### src/rtl/fetch_redirect_pkg.sv
// Shared types, constants and the ROB age helper for the fetch redirect controller.
package fetch_redirect_pkg;

    localparam int NUM_RES_PORTS = 4;
    localparam int RES_IDX_W     = $clog2(NUM_RES_PORTS);
    localparam int TAG_W_MAX     = 16;

    typedef logic [0:0] state_t;
    localparam state_t IDLE = 1'b0;
    localparam state_t HOLD = 1'b1;

    // Distance of a tag from the ROB head, modulo 2^tag_w; smaller means older.
    function automatic logic [TAG_W_MAX-1:0] rob_age(
        input logic [TAG_W_MAX-1:0] tag,
        input logic [TAG_W_MAX-1:0] head,
        input int                   tag_w
    );
        logic [TAG_W_MAX-1:0] mask;
        mask = (TAG_W_MAX'(1) << tag_w) - TAG_W_MAX'(1);
        return (tag - head) & mask;
    endfunction

endpackage

### src/rtl/fetch_redirect_ctrl_oldest_sel.sv
// Combinational 4-way selector: oldest candidate relative to the ROB head, lowest port on ties.
module redirect_oldest_sel
    import fetch_redirect_pkg::*;
#(
    parameter int size  = 32,
    parameter int TAG_W = 6
) (
    input  logic [TAG_W-1:0]         rob_head,
    input  logic [NUM_RES_PORTS-1:0] cand,
    input  logic [TAG_W-1:0]         tags    [NUM_RES_PORTS],
    input  logic [size-1:0]          targets [NUM_RES_PORTS],
    output logic                     found,
    output logic [RES_IDX_W-1:0]     index,
    output logic [TAG_W-1:0]         tag,
    output logic [size-1:0]          target
);

    logic [TAG_W-1:0] best_age;
    logic [TAG_W-1:0] age_i;

    always_comb begin
        found    = 1'b0;
        index    = '0;
        best_age = '0;
        age_i    = '0;
        for (int i = 0; i < NUM_RES_PORTS; i++) begin
            age_i = TAG_W'(rob_age(TAG_W_MAX'(tags[i]), TAG_W_MAX'(rob_head), TAG_W));
            // strict compare keeps the lower port on equal age
            if (cand[i] && (!found || age_i < best_age)) begin
                found    = 1'b1;
                index    = RES_IDX_W'(i);
                best_age = age_i;
            end
        end
    end

    assign tag    = tags[index];
    assign target = targets[index];

endmodule

### src/rtl/fetch_redirect_ctrl.sv
// Redirect arbiter: flushes on the oldest mispredict, then holds a fetch bubble for HOLD_CYCLES.
// Define REDIRECT_STATS_EN to add saturating redirect/preempt/drop counters.
//
// state | meaning
// IDLE  | no redirect in progress, any winner flushes next cycle
// HOLD  | bubble window after a flush, only strictly older winners preempt
module fetch_redirect_ctrl
    import fetch_redirect_pkg::*;
#(
    parameter int size        = 32,
    parameter int TAG_W       = 6,
    parameter int HOLD_CYCLES = 2
) (
    input  logic                     clk,
    input  logic                     reset,
    input  logic [TAG_W-1:0]         rob_head_i,
    input  logic [NUM_RES_PORTS-1:0] res_valid_i,
    input  logic [NUM_RES_PORTS-1:0] res_mispredict_i,
    input  logic [TAG_W-1:0]         res_tag_i_0,
    input  logic [TAG_W-1:0]         res_tag_i_1,
    input  logic [TAG_W-1:0]         res_tag_i_2,
    input  logic [TAG_W-1:0]         res_tag_i_3,
    input  logic [size-1:0]          res_target_i_0,
    input  logic [size-1:0]          res_target_i_1,
    input  logic [size-1:0]          res_target_i_2,
    input  logic [size-1:0]          res_target_i_3,
    output logic                     flush_o,
    output logic [size-1:0]          correct_pc_o,
    output logic [TAG_W-1:0]         flush_tag_o,
    output logic                     buble_o,
    output logic                     busy_o
`ifdef REDIRECT_STATS_EN
   ,output logic [31:0]              redirect_cnt_o,
    output logic [31:0]              preempt_cnt_o,
    output logic [31:0]              drop_cnt_o
`endif
);

    localparam int CNT_W = (HOLD_CYCLES < 2) ? 1 : $clog2(HOLD_CYCLES + 1);
    localparam logic [CNT_W-1:0] HOLD_LOAD = CNT_W'(HOLD_CYCLES);

    state_t                   state, state_d;
    logic [CNT_W-1:0]         cnt, cnt_d;
    logic [NUM_RES_PORTS-1:0] cand;
    logic [TAG_W-1:0]         tag_arr [NUM_RES_PORTS];
    logic [size-1:0]          tgt_arr [NUM_RES_PORTS];
    logic                     sel_found;
    logic [RES_IDX_W-1:0]     sel_index;
    logic [TAG_W-1:0]         sel_tag;
    logic [size-1:0]          sel_target;
    logic [TAG_W-1:0]         win_age, cur_age;
    logic                     preempt, drop, issue;

    assign cand       = res_valid_i & res_mispredict_i;
    assign tag_arr[0] = res_tag_i_0;
    assign tag_arr[1] = res_tag_i_1;
    assign tag_arr[2] = res_tag_i_2;
    assign tag_arr[3] = res_tag_i_3;
    assign tgt_arr[0] = res_target_i_0;
    assign tgt_arr[1] = res_target_i_1;
    assign tgt_arr[2] = res_target_i_2;
    assign tgt_arr[3] = res_target_i_3;

    redirect_oldest_sel #(.size(size), .TAG_W(TAG_W)) u_sel (
        .rob_head (rob_head_i),
        .cand     (cand),
        .tags     (tag_arr),
        .targets  (tgt_arr),
        .found    (sel_found),
        .index    (sel_index),
        .tag      (sel_tag),
        .target   (sel_target)
    );

    always_comb begin
        if (sel_found) assert (cand[sel_index]);
    end

    // Both ages use this cycle's head, so a moving head never reorders the compare.
    assign win_age = TAG_W'(rob_age(TAG_W_MAX'(sel_tag), TAG_W_MAX'(rob_head_i), TAG_W));
    assign cur_age = TAG_W'(rob_age(TAG_W_MAX'(flush_tag_o), TAG_W_MAX'(rob_head_i), TAG_W));

    assign preempt = (state == HOLD) && sel_found && (win_age < cur_age);
    assign drop    = (state == HOLD) && sel_found && !preempt;
    assign issue   = ((state == IDLE) && sel_found) || preempt;

    always_comb begin
        state_d = state;
        cnt_d   = cnt;
        if (issue) begin
            cnt_d   = HOLD_LOAD;
            state_d = (HOLD_CYCLES == 0) ? IDLE : HOLD;
        end else if (state == HOLD) begin
            if (cnt <= CNT_W'(1)) begin
                state_d = IDLE;
                cnt_d   = '0;
            end else begin
                cnt_d = cnt - CNT_W'(1);
            end
        end
    end

    always_ff @(posedge clk or negedge reset) begin
        if (!reset) begin
            state        <= IDLE;
            cnt          <= '0;
            flush_o      <= 1'b0;
            correct_pc_o <= '0;
            flush_tag_o  <= '0;
        end else begin
            state   <= state_d;
            cnt     <= cnt_d;
            flush_o <= issue;
            if (issue) begin
                correct_pc_o <= sel_target;
                flush_tag_o  <= sel_tag;
            end
        end
    end

    assign buble_o = (state == HOLD);
    assign busy_o  = (state != IDLE);

`ifdef REDIRECT_STATS_EN
    always_ff @(posedge clk or negedge reset) begin
        if (!reset) begin
            redirect_cnt_o <= '0;
            preempt_cnt_o  <= '0;
            drop_cnt_o     <= '0;
        end else begin
            if (issue && redirect_cnt_o != '1)  redirect_cnt_o <= redirect_cnt_o + 32'd1;
            if (preempt && preempt_cnt_o != '1) preempt_cnt_o  <= preempt_cnt_o + 32'd1;
            if (drop && drop_cnt_o != '1)       drop_cnt_o     <= drop_cnt_o + 32'd1;
        end
    end
`endif

endmodule
### config.mk
export PLATFORM = sky130hd
export DESIGN_NAME = fetch_redirect_ctrl
export DESIGN_NICKNAME = d
export VERILOG_FILES = /design/src/rtl/fetch_redirect_pkg.sv /design/src/rtl/fetch_redirect_ctrl_oldest_sel.sv /design/src/rtl/fetch_redirect_ctrl.sv
export SDC_FILE = /design/constraint.sdc
export NUM_CORES = 1
export LEC_CHECK = 0
export ABC_AREA = 1
export CAP_MARGIN = 15
export CORE_UTILIZATION = 39
export CTS_BUF_LIST = sky130_fd_sc_hd__clkbuf_16
export DETAILED_ROUTE_END_ITERATION = 10
export PLACE_DENSITY = 0.79
export SETUP_SLACK_MARGIN = 0.02
export SYNTH_ARGS = -nofsm -noshare
export SYNTH_HDL_FRONTEND = slang
export SYNTH_SLANG_ARGS = --single-unit
### constraint.sdc
create_clock -name clk -period 2.4 [get_ports clk]
set_input_delay 0.24 -clock clk [delete_from_list [all_inputs] [get_ports clk]]
set_output_delay 0.24 -clock clk [all_outputs]
set_load 0.02 [all_outputs]
==> key figures, run 1 <==
Run status
  • Status: finished with violations
  • Failing checks: DRC, setup timing

Routing
  • Pre-antenna DRT Iters: 9
  • Vias: 6735
  • Drt initial violations: 679
  • WL final: 23100 µm
  • Via density: 5.76
  • Routed Antenna Nets: 0
  • DR DRC count: 9
  • Routed len/inst: 19.7 µm

Logic synthesis
  • Async S/R FF share, synth: 100%
  • Syn nets: 910
  • Synth area leaders: dfrtp_1 22%, nand2_1 16%, ha_1 13%
  • Syn Area/Cell: 6.83 µm²
  • Netlist cell types: 30
  • Cells after Synth: 686
  • Yosys reg bits: 42
  • Synth top area share: 22.4%
  • Ys Warns: 0
  • Sequential cell area fraction in the yosys report: 22.4%
  • Number of synthesized flops with an enable pin: 0
  • Cell taking the most area after synthesis: dfrtp_1
  • Synth Flop Type: dfrtp_1
  • Synth Cell Area: 0.00468 mm²

Floorplan
  • Effective utilization at floorplan: 40.5%
  • CORE AREA: 0.0116 mm²
  • Num ports: 209
  • Die width: 112 µm
  • Die Y: 112 µm
  • Die area: 0.0124 mm²
  • Row count: 39

Global route
  • Met3 usage: 6.04%
  • Congestion Overflow GR: 0
  • Grt met2 use: 54.8%
  • M1 GR Usage: 36.6%
  • First-pass GRT wire length: 31200 µm
  • Largest net degree at the start of global routing: 37
  • Initial antenna violation count: 0
  • Gr busiest metal: met2
  • Global Route Usage Sum: 31.6%
  • Vias in the first global route: 6434

Pwr
  • Switching part of the total: 46.6%
  • Clk pwr share: 9.6%
  • P_int: 5.11 mW
  • PnR Total Power: 9.57 mW
  • VDD IR max: 0.855 mV
  • P_sw: 4.46 mW
  • P_leak: 4.28 nW
  • Reg power frac: 14.7%
  • Pwr dens: 1070 mW/mm²
  • Combinational power share: 75.7%

Setup path
  • Critical Path RT: 2630 ps
  • Crit path DAT: 8360 ps
  • CP Class: in -> reg
  • CP max stage delay: 340 ps
  • Slowest-stage cell, CP: ha_1
  • Max FO, Critical Path: 7
  • Critical Path Start Type: input pin
  • CP Capture Type: flop

Job
  • Max Cap Viol: 0

CTS
  • CTS sink count: 42
  • CTS tree: yes
  • CTS buffer count: 5
  • Clock slew at reported path FFs: 70 ps
  • CTS root buffer: clkbuf_16
  • Deepest clock path buffer count: 2
  • Clock Latency Late Sink: 290 ps
  • H-Tree Depth: 2

Placed design
  • Port Buffers: 208
  • Dpl cell area: 0.00768 mm²
  • Post-Place Worst Slack: -5700 ps
  • Post-DP HPWL: 13900 µm
  • RePlAce Congestion: 0.869

Worst hold path
  • Worst hold path class: in -> async

Cells and area
  • Reg area: 0.00105 mm²
  • Fillers: 740
  • Share of layout cells above drive strength 1: 32.0%
  • Area Overhead vs Synth: 91.8%
  • Final nets: 1250
  • ANT cells: 0
  • Commonest non-fill, non-tap cell in the layout: clkdlybuf4s50_1
  • Most frequent cells in the layout: 200 x clkdlybuf4s50_1, 146 x buf_4, 138 x nand2_1, 46 x nor2_1, 45 x inv_1
  • Area of the multi-input gates: 0.00387 mm²
  • Design area: 0.00898 mm²

STA
  • Minimum clock period: 8130 ps
  • Fin Setup TNS: -238580 ps
  • Fin crit share: 339%
  • Worst-margin pin slew: 439 ps
  • Final hold vios: 0
  • Slew Viols, Final: 0
  • PnR worst setup slack: -5730 ps
  • RSZ-0062 raised after global routing: yes
  • Slew headroom: 70.7%
  • Final setup viols: 42
  • Setup Skew: 7.45 ps
  • Final hold slack: 423 ps
  • Achievable Freq: 123 MHz
synthesized netlist by cell type, types with 2 or more instances:
library cell and number:
buf_1 4, inv_1 55, nand2_4 2, a211oi_1 4
a21oi_1 29, fa_1 6, xnor2_1 5, ha_1 50
dfrtp_1 42, nand2_1 195, nand2_2 6, or2_2 32
o21ai_1 35, clkbuf_1 18, o2111ai_1 33, o21ai_0 54
o21a_1 2, buf_4 8, buf_6 4, buf_2 4
nor2_1 50, nand3_1 23, xor2_1 18
stage by stage:
stage | util, % | std cells
final | 77.6 | 1170
after global routing | 77.6 | 1170
after CTS | 71.1 | 1152
after detailed placement | 66.4 | 1109
after global placement | 66.4 | 1109
after floorplan | - | 686
sequential cells by signal, summed over array words and instances (netlist names):
| signal | cells |
|---|---|
| correct_pc_o | 32 |
| flush_tag_o | 6 |
| cnt | 2 |
| buble_o | 1 |
| flush_o | 1 |
worst max-delay path, delay by kind of cell:
family	cells	cell delay [ps]
AO/OA/AOI/OAI	18	2770
AND/OR/NAND/NOR	24	2220
adder cells (fa/ha/maj)	6	1540
buffers and inverters	11	1190
XOR/XNOR	2	340
worst paths after layout:
check	from	end	slack [ps]	cells after the start
max in group asynchronous	reset	correct_pc_o[22]$_DFFE_PN0P_	1270	3
min in group clk	correct_pc_o[1]$_DFFE_PN0P_	correct_pc_o[1]$_DFFE_PN0P_	480	2
worst min register to register	correct_pc_o[1]$_DFFE_PN0P_	correct_pc_o[1]$_DFFE_PN0P_	480	2
worst max-delay path	rob_head_i[2]	flush_tag_o[1]$_DFFE_PN0P_	-5730	61
worst min-delay path	reset	correct_pc_o[2]$_DFFE_PN0P_	420	2
worst max register to register	flush_tag_o[0]$_DFFE_PN0P_	flush_tag_o[1]$_DFFE_PN0P_	-770	18
power by group through the flow:
stage	clock network [mW]	registers, mW	logic, mW
3_3_place_gp	0	1.32	4.85
2_1_floorplan	0	1.71	2.56
5_1_grt	0.945	1.45	7.69
4_1_cts	0.906	1.32	5.19
6_report	0.916	1.41	7.24
3_5_place_dp	0	1.32	4.96
cells by family (layout without fill, tap and decap cells):
| logic type | count (synthesis) | after routing | share of synthesized area (%) |
|---|---|---|---|
| compound gates | 161 | 161 | 20.4 |
| xor+xnor | 23 | 23 | 4.30 |
| fa+ha+maj | 56 | 56 | 15.9 |
| buf+inv | 94 | 432 | 8.93 |
| flops | 42 | 42 | 22.4 |
| simple gates | 310 | 313 | 28.0 |
metal layers:
metal	share of wire, %	up-vias	wire [µm]
li1	-	2978	-
met1	36	3079	8350
met2	47	528	10900
met3	9.5	150	2200
met4	7.2	0	1650
met5	0	-	0
final cells by class:
cell class / instances / area share [%]
Clock buffer: 5 / 1.39
Clock inverter: 3 / 0.766
Inverter: 56 / 2.54
Multi-Input combinational cell: 553 / 43.1
Sequential cell: 42 / 11.7
Tap cell: 143 / 1.99
Timing Repair Buffer: 368 / 38.5
repair_timing:
action / CTS / global route
gates cloned: 3 / 6
hold buffers: 1 / 0
setup endpoints to repair: 42 / 42
endpoints found under the hold margin: 19 / 0
pin swaps: 11 / 53
resized for setup: 35 / 144
buffers inserted: 31 / 13
Note: power is estimated with default switching activity, not from simulation.
==> run 2, diff against run 1 <==
--- a/config.mk
+++ b/config.mk
@@ -10,6 +10,8 @@
 export CORE_UTILIZATION = 39
 export CTS_BUF_LIST = sky130_fd_sc_hd__clkbuf_16
 export DETAILED_ROUTE_END_ITERATION = 10
+export GPL_ROUTABILITY_DRIVEN = 0
+export GPL_TIMING_DRIVEN = 0
 export PLACE_DENSITY = 0.79
 export SETUP_SLACK_MARGIN = 0.02
 export SYNTH_ARGS = -nofsm -noshare
==> run 2 against run 1 <==
Net effect:
- the run still ends with DRC, setup timing left
- global-route usage fell by 1.5 points
- clock skew fell by 4.6 ps
- maximum frequency fell by 1.1%
- sequential cell count did not move
- clock power fell by 28%
- via count fell by 12%
- die area did not move
- sequential power barely moved
==> key figures, run 2 (synthesis results as in run 1) <==
Run status
  • Status: finished with violations
  • Failing checks: DRC, setup timing

Cells and area
  • Most flops, register: correct_pc_o
  • Design area: 0.00830 mm² (-7.6%)
  • Finished Core Util: 71.8% (-5.9 points)
  • Most frequent cells in the layout: 195 x clkdlybuf4s50_1, 157 x nand2_1, 56 x buf_4, 47 x nor2_1, 43 x inv_1
  • Final nets: 1186 (-5.1%)
  • Commonest non-fill, non-tap cell in the layout: clkdlybuf4s50_1
  • Max FFs per register: 32 (unchanged)
  • Share of layout cells above drive strength 1: 25.2% (-6.9 points)
  • Largest regs: correct_pc_o (32), flush_tag_o (6), cnt (2)
  • Area Overhead vs Synth: 77.3%

Pwr
  • Clk pwr share: 7.9% (-1.7 points)
  • P_int: 4.40 mW (-14%)
  • Reg power frac: 16.6% (+1.9 points)
  • Switching part of the total: 46.9% (+0.29 points)
  • Combinational power share: 75.5% (-0.2 points)
  • VDD IR max: 0.822 mV (-3.8%)
  • P_sw: 3.89 mW (-13%)
  • P_leak: 3.83 nW (-10%)
  • Pwr dens: 1000 mW/mm² (-6.2%)

Routing
  • Vias: 5937 (-12%)
  • Routed Antenna Nets: 0 (unchanged)
  • DR DRC count: 18 (+9)
  • Routed len/inst: 17.9 µm (-9.3%)
  • WL final: 19800 µm (-14%)
  • Pre-antenna DRT Iters: 8 (-1)
  • Via density: 5.37 (-6.7%)
  • Drt initial violations: 397 (-42%)

Placed design
  • Post-DP HPWL: 13700 µm (-2.0%)
  • Dpl cell area: 0.00711 mm² (-7.4%)
  • Port Buffers: 207 (-0.48%)
  • Post-Place Worst Slack: -7000 ps (-1300 ps)

Setup path
  • CP Class: in -> reg
  • Crit path DAT: 8390 ps (+30 ps)
  • Slowest-stage cell, CP: fa_1
  • Critical Path Source: rob_head_i[2]
  • Max FO, Critical Path: 8 (+1)
  • Buffer and inverter count on the worst path: 14 (+3)
  • Critical Path RT: 2570 ps (-60 ps)
  • CP Capture Type: flop
  • CP max stage delay: 420 ps (+80 ps)
  • Critical Path Start Type: input pin
  • Most frequent CP cell: nand2_4
  • CP delay by family, top: adder cells
  • FF-to-FF Start: flush_tag_o[0]$_DFFE_PN0P_

Floorplan
  • Die area: 0.0124 mm² (unchanged)
  • Row count: 39 (unchanged)
  • Die Y: 112 µm (unchanged)
  • CORE AREA: 0.0116 mm² (unchanged)
  • Die width: 112 µm (unchanged)
  • Num ports: 209 (unchanged)
  • Effective utilization at floorplan: 40.5% (unchanged)

STA
  • PnR worst setup slack: -5810 ps (-86.7 ps)
  • Final setup viols: 42 (unchanged)
  • Achievable Freq: 122 MHz (-1.1%)
  • Worst-margin pin slew: 765 ps (+326 ps)
  • Setup Skew: 2.89 ps (-4.56 ps)
  • Fin Setup TNS: -242950 ps (-4370 ps)
  • RSZ-0062 raised after global routing: yes
  • Slew headroom: 49.0% (-22 points)
  • Slew Viols, Final: 0 (unchanged)
  • Fin crit share: 342% (+3.6 points)
  • Minimum clock period: 8210 ps (+86.7 ps)
  • Final hold vios: 0 (unchanged)
  • Final hold slack: 317 ps (-106 ps)

CTS
  • CTS sink count: 42 (unchanged)
  • CTS tree: yes
  • Clock slew at reported path FFs: 60 ps (about the same)
  • Clock Latency Late Sink: 280 ps (about the same)
  • H-Tree Depth: 2 (unchanged)
  • CTS root buffer: clkbuf_16
  • Deepest clock path buffer count: 2 (unchanged)
  • CTS buffer count: 5 (unchanged)

Global route
  • Initial antenna violation count: 0 (unchanged)
  • First-pass GRT wire length: 29400 µm (-5.6%)
  • Vias in the first global route: 5929 (-7.8%)
  • Largest net degree at the start of global routing: 38 (+2.7%)
  • Congestion Overflow GR: 0 (unchanged)
  • Global Route Usage Sum: 30.1% (-1.5 points)

Worst hold path
  • Worst hold path class: in -> async

Job
  • Max Cap Viol: 0 (unchanged)
run 2: cell type report:
class / instances / area, µm²
antenna: 1 / 2.50
buffer: 38 / 409
clock buffer: 5 / 125
clock inverter: 2 / 10.0
fill: 881 / 3260
inverter: 56 / 230
multi-input combinational: 550 / 3710
sequential: 42 / 1050
tap: 143 / 179
timing repair buffer: 269 / 2580
run 2: final timing paths:
| path | end | slack, ps | cells after the start |
|---|---|---|---|
| min reg2reg | correct_pc_o[1]$_DFFE_PN0P_ | 470 | 2 |
| max reg2reg | flush_tag_o[2]$_DFFE_PN0P_ | -700 | 17 |
| min in group clk | flush_tag_o[1]$_DFFE_PN0P_ | 460 | 5 |
| min | correct_pc_o[2]$_DFFE_PN0P_ | 320 | 2 |
| max in group asynchronous | correct_pc_o[19]$_DFFE_PN0P_ | 1630 | 3 |
| max | correct_pc_o[0]$_DFFE_PN0P_ | -5810 | 57 |
run 2: metrics by stage:
step           power, mW  cells
4_1_cts             7.82   1096
6_report            8.30   1106
3_3_place_gp        5.93   1036
5_1_grt             8.83   1105
3_5_place_dp        6.07   1037
2_1_floorplan       4.27    686
run 2: layer usage:
metal	share of wire, %	vias up	track usage [%]
met1	39	2744	35.1
li1	-	2843	-
met5	0	-	0
met3	6.9	62	6.37
met2	49	288	53.3
met4	4.4	0	12.5
run 2: power groups by stage:
| stage | sequential, mW | combinational (mW) | clock, mW |
|---|---|---|---|
| final | 1.38 | 6.27 | 0.655 |
| after CTS | 1.36 | 5.80 | 0.663 |
| after floorplan | 1.71 | 2.56 | 0 |
| after global routing | 1.41 | 6.72 | 0.696 |
| after global placement | 1.32 | 4.61 | 0 |
| after detailed placement | 1.34 | 4.73 | 0 |
run 2: what timing repair did:
action / in CTS / in global routing
gates resized for setup: 119 / 57
gates cloned: 3 / 0
buffers inserted: 48 / 9
pin swaps: 65 / 45
endpoints found under the setup margin: 42 / 42
hold buffers: 1 / 0
endpoints found under the hold margin: 5 / 0
==> run 3, diff against run 2 <==
--- a/config.mk
+++ b/config.mk
@@ -7,12 +7,12 @@
 export LEC_CHECK = 0
 export ABC_AREA = 1
 export CAP_MARGIN = 15
-export CORE_UTILIZATION = 39
+export CORE_UTILIZATION = 43
 export CTS_BUF_LIST = sky130_fd_sc_hd__clkbuf_16
 export DETAILED_ROUTE_END_ITERATION = 10
 export GPL_ROUTABILITY_DRIVEN = 0
 export GPL_TIMING_DRIVEN = 0
-export PLACE_DENSITY = 0.79
+export PLACE_DENSITY = 0.82
 export SETUP_SLACK_MARGIN = 0.02
 export SYNTH_ARGS = -nofsm -noshare
 export SYNTH_HDL_FRONTEND = slang
==> constraint.sdc (replaced) <==
create_clock -name clk -period 8.7 [get_ports clk]
set_input_delay 0.87 -clock clk [delete_from_list [all_inputs] [get_ports clk]]
set_output_delay 0.87 -clock clk [all_outputs]
set_load 0.02 [all_outputs]
==> run 3 against run 2 <==
Net effect:
- the flow now finishes without violations
- clock skew increased by 1.9 ps
- non-clock buffer count decreased by 16
- core utilization increased by 4.6 points
- total power decreased by 73%
- first-iteration DRC count increased by 5.8%
- highest routed layer unchanged
==> key figures, run 3 (synthesis results as in run 1) <==
Run status
  • Status: complete, no violations

Placed design
  • Post-DP HPWL: 13500 µm (-1.4%)
  • Post-Place Worst Slack: -2190 ps (+4810 ps)
  • Port Buffers: 207 (unchanged)

Global route
  • Met3 usage: 6.25% (-0.12 points)
  • Vias in the first global route: 5650 (-4.7%)
  • Global Route Usage Sum: 31.9% (+1.9 points)
  • Congestion Overflow GR: 0 (unchanged)
  • Grt met2 use: 55.8% (+2.6 points)
  • Initial antenna violation count: 1 (+1)
  • Gr busiest metal: met2
  • M1 GR Usage: 39.0% (+3.9 points)
  • Largest net degree at the start of global routing: 40 (+5.3%)
  • First-pass GRT wire length: 27800 µm (-5.4%)

Routing
  • WL final: 19100 µm (-3.4%)
  • Routed Antenna Nets: 0 (unchanged)
  • Drt initial violations: 420 (+5.8%)
  • Routed len/inst: 17.6 µm (-1.5%)
  • DR DRC count: 0 (-18)
  • Vias: 5903 (-0.57%)
  • Via density: 5.44 (+1.4%)
  • Pre-antenna DRT Iters: 7 (-1)

Setup path
  • Critical Path RT: 8890 ps (+6320 ps)
  • Critical Path Start Type: input pin
  • CP Class: in -> reg
  • Most frequent CP cell: nand2_1
  • Reg2Reg Setup Slack: 5620 ps (+6320 ps)
  • Crit path DAT: 8710 ps (+320 ps)
  • CP max stage delay: 320 ps (-100 ps)
  • Slowest-stage cell, CP: ha_1
  • CP Capture Type: flop
  • Max FO, Critical Path: 8 (unchanged)

CTS
  • CTS sink count: 42 (unchanged)
  • CTS root buffer: clkbuf_16
  • H-Tree Depth: 2 (unchanged)
  • CTS buffer count: 5 (unchanged)
  • Clock Latency Late Sink: 290 ps (about the same)
  • CTS tree: yes
  • Clock slew at reported path FFs: 70 ps (about the same)
  • Deepest clock path buffer count: 2 (unchanged)

Cells and area
  • Max FFs per register: 32 (unchanged)
  • Fillers: 766 (-13%)
  • Commonest non-fill, non-tap cell in the layout: clkdlybuf4s50_1
  • Largest regs: correct_pc_o (32), flush_tag_o (6), cnt (2)
  • Finished Core Util: 76.3% (+4.6 points)
  • Share of layout cells above drive strength 1: 20.7% (-4.5 points)
  • Area Overhead vs Synth: 70.6%
  • Most flops, register: correct_pc_o
  • Final nets: 1171 (-1.3%)
  • Most frequent cells in the layout: 197 x clkdlybuf4s50_1, 176 x nand2_1, 49 x nor2_1, 46 x buf_4, 44 x inv_1

STA
  • Worst-margin pin slew: 668 ps (-96.9 ps)
  • Achievable Freq: 117 MHz
  • Setup Skew: 4.77 ps (+1.89 ps)
  • Slew headroom: 55.5% (+6.5 points)
  • Final hold vios: 0 (unchanged)
  • Final setup viols: 0 (-100%)
  • PnR worst setup slack: 177 ps (+5990 ps)
  • Slew Viols, Final: 0 (unchanged)
  • Fin crit share: 98.0%
  • RSZ-0062 raised after global routing: yes
  • Minimum clock period: 8520 ps

Floorplan
  • Effective utilization at floorplan: 44.8% (+4.3 points)
  • Die Y: 106 µm (-4.7%)
  • Die width: 106 µm (-4.7%)
  • Num ports: 209 (unchanged)
  • Die area: 0.0113 mm² (-9.1%)
  • CORE AREA: 0.0105 mm² (-9.5%)
  • Row count: 37 (-5.1%)

Pwr
  • Pwr dens: 280 mW/mm² (-72%)
  • VDD IR max: 0.180 mV (-78%)
  • P_leak: 3.73 nW (-2.8%)

Job
  • Max Cap Viol: 0 (unchanged)

Worst hold path
  • Worst hold path class: in -> async
==> run 3: through the flow <==
step	power, mW	TNS [ps]	hold slack [ps]	area [µm²]	instances
global route	2.39	-10580	377	7990	1085
global placement	1.57	-80100	462	6920	1029
finish	2.24	0	375	7990	1085
detailed placement	1.60	-89170	464	6940	1030
CTS	2.01	0	381	7500	1060
floorplan	1.11	0	462	4680	686
==> run 3: final cells by class <==
class | count | area (µm²) | area share (%)
tap | 136 | 170 | 2.13
clock inverter | 3 | 21.3 | 0.266
inverter | 56 | 233 | 2.91
sequential | 42 | 1050 | 13.2
timing repair buffer | 256 | 2470 | 31.0
antenna | 1 | 2.50 | 0.0313
buffer | 35 | 329 | 4.12
multi-input combinational | 551 | 3580 | 44.8
clock buffer | 5 | 125 | 1.57
==> run 3: report_power, final <==
part           leakage, nW  internal [mW]  switching [mW]
clock network       0.0698          0.106          0.0856
registers            0.512          0.303          0.0703
logic                 3.15          0.767           0.906
total                 3.73           1.18            1.06
==> run 3: critical path: cells and delay by family <==
| family | cells | cell delay [ps] |
|---|---|---|
| buffers and inverters | 12 | 1400 |
| AO/OA/AOI/OAI | 17 | 2430 |
| AND/OR/NAND/NOR | 24 | 1930 |
| XOR/XNOR | 2 | 400 |
| adder cells (fa/ha/maj) | 6 | 1620 |
==> run 3: layer usage <==
| layer | up-vias | wire (µm) |
|---|---|---|
| met3 | 59 | 1550 |
| met2 | 318 | 9670 |
| met4 | 0 | 661 |
| met1 | 2711 | 7240 |
| met5 | - | 0 |
| li1 | 2815 | - |
==> run 3: worst paths after layout <==
path / cells after the start / to / startpoint
max in group asynchronous: 2 / correct_pc_o[21]$_DFFE_PN0P_ / reset
hold reg to reg: 2 / correct_pc_o[14]$_DFFE_PN0P_ / correct_pc_o[14]$_DFFE_PN0P_
setup / recovery: 61 / flush_tag_o[1]$_DFFE_PN0P_ / rob_head_i[1]
min in group clk: 2 / correct_pc_o[14]$_DFFE_PN0P_ / correct_pc_o[14]$_DFFE_PN0P_
setup reg to reg: 18 / flush_tag_o[1]$_DFFE_PN0P_ / flush_tag_o[0]$_DFFE_PN0P_
hold / removal: 1 / correct_pc_o[11]$_DFFE_PN0P_ / reset
==> run 3: timing repair <==
item / in CTS / in global routing
setup buffers: 19 / 25
hold buffers: 0 / 0
endpoints found under the setup margin: 42 / 42
endpoints found under the hold margin: 0 / 0
cloned: 4 / 1
pin swaps: 19 / 50
resized for setup: 82 / 99
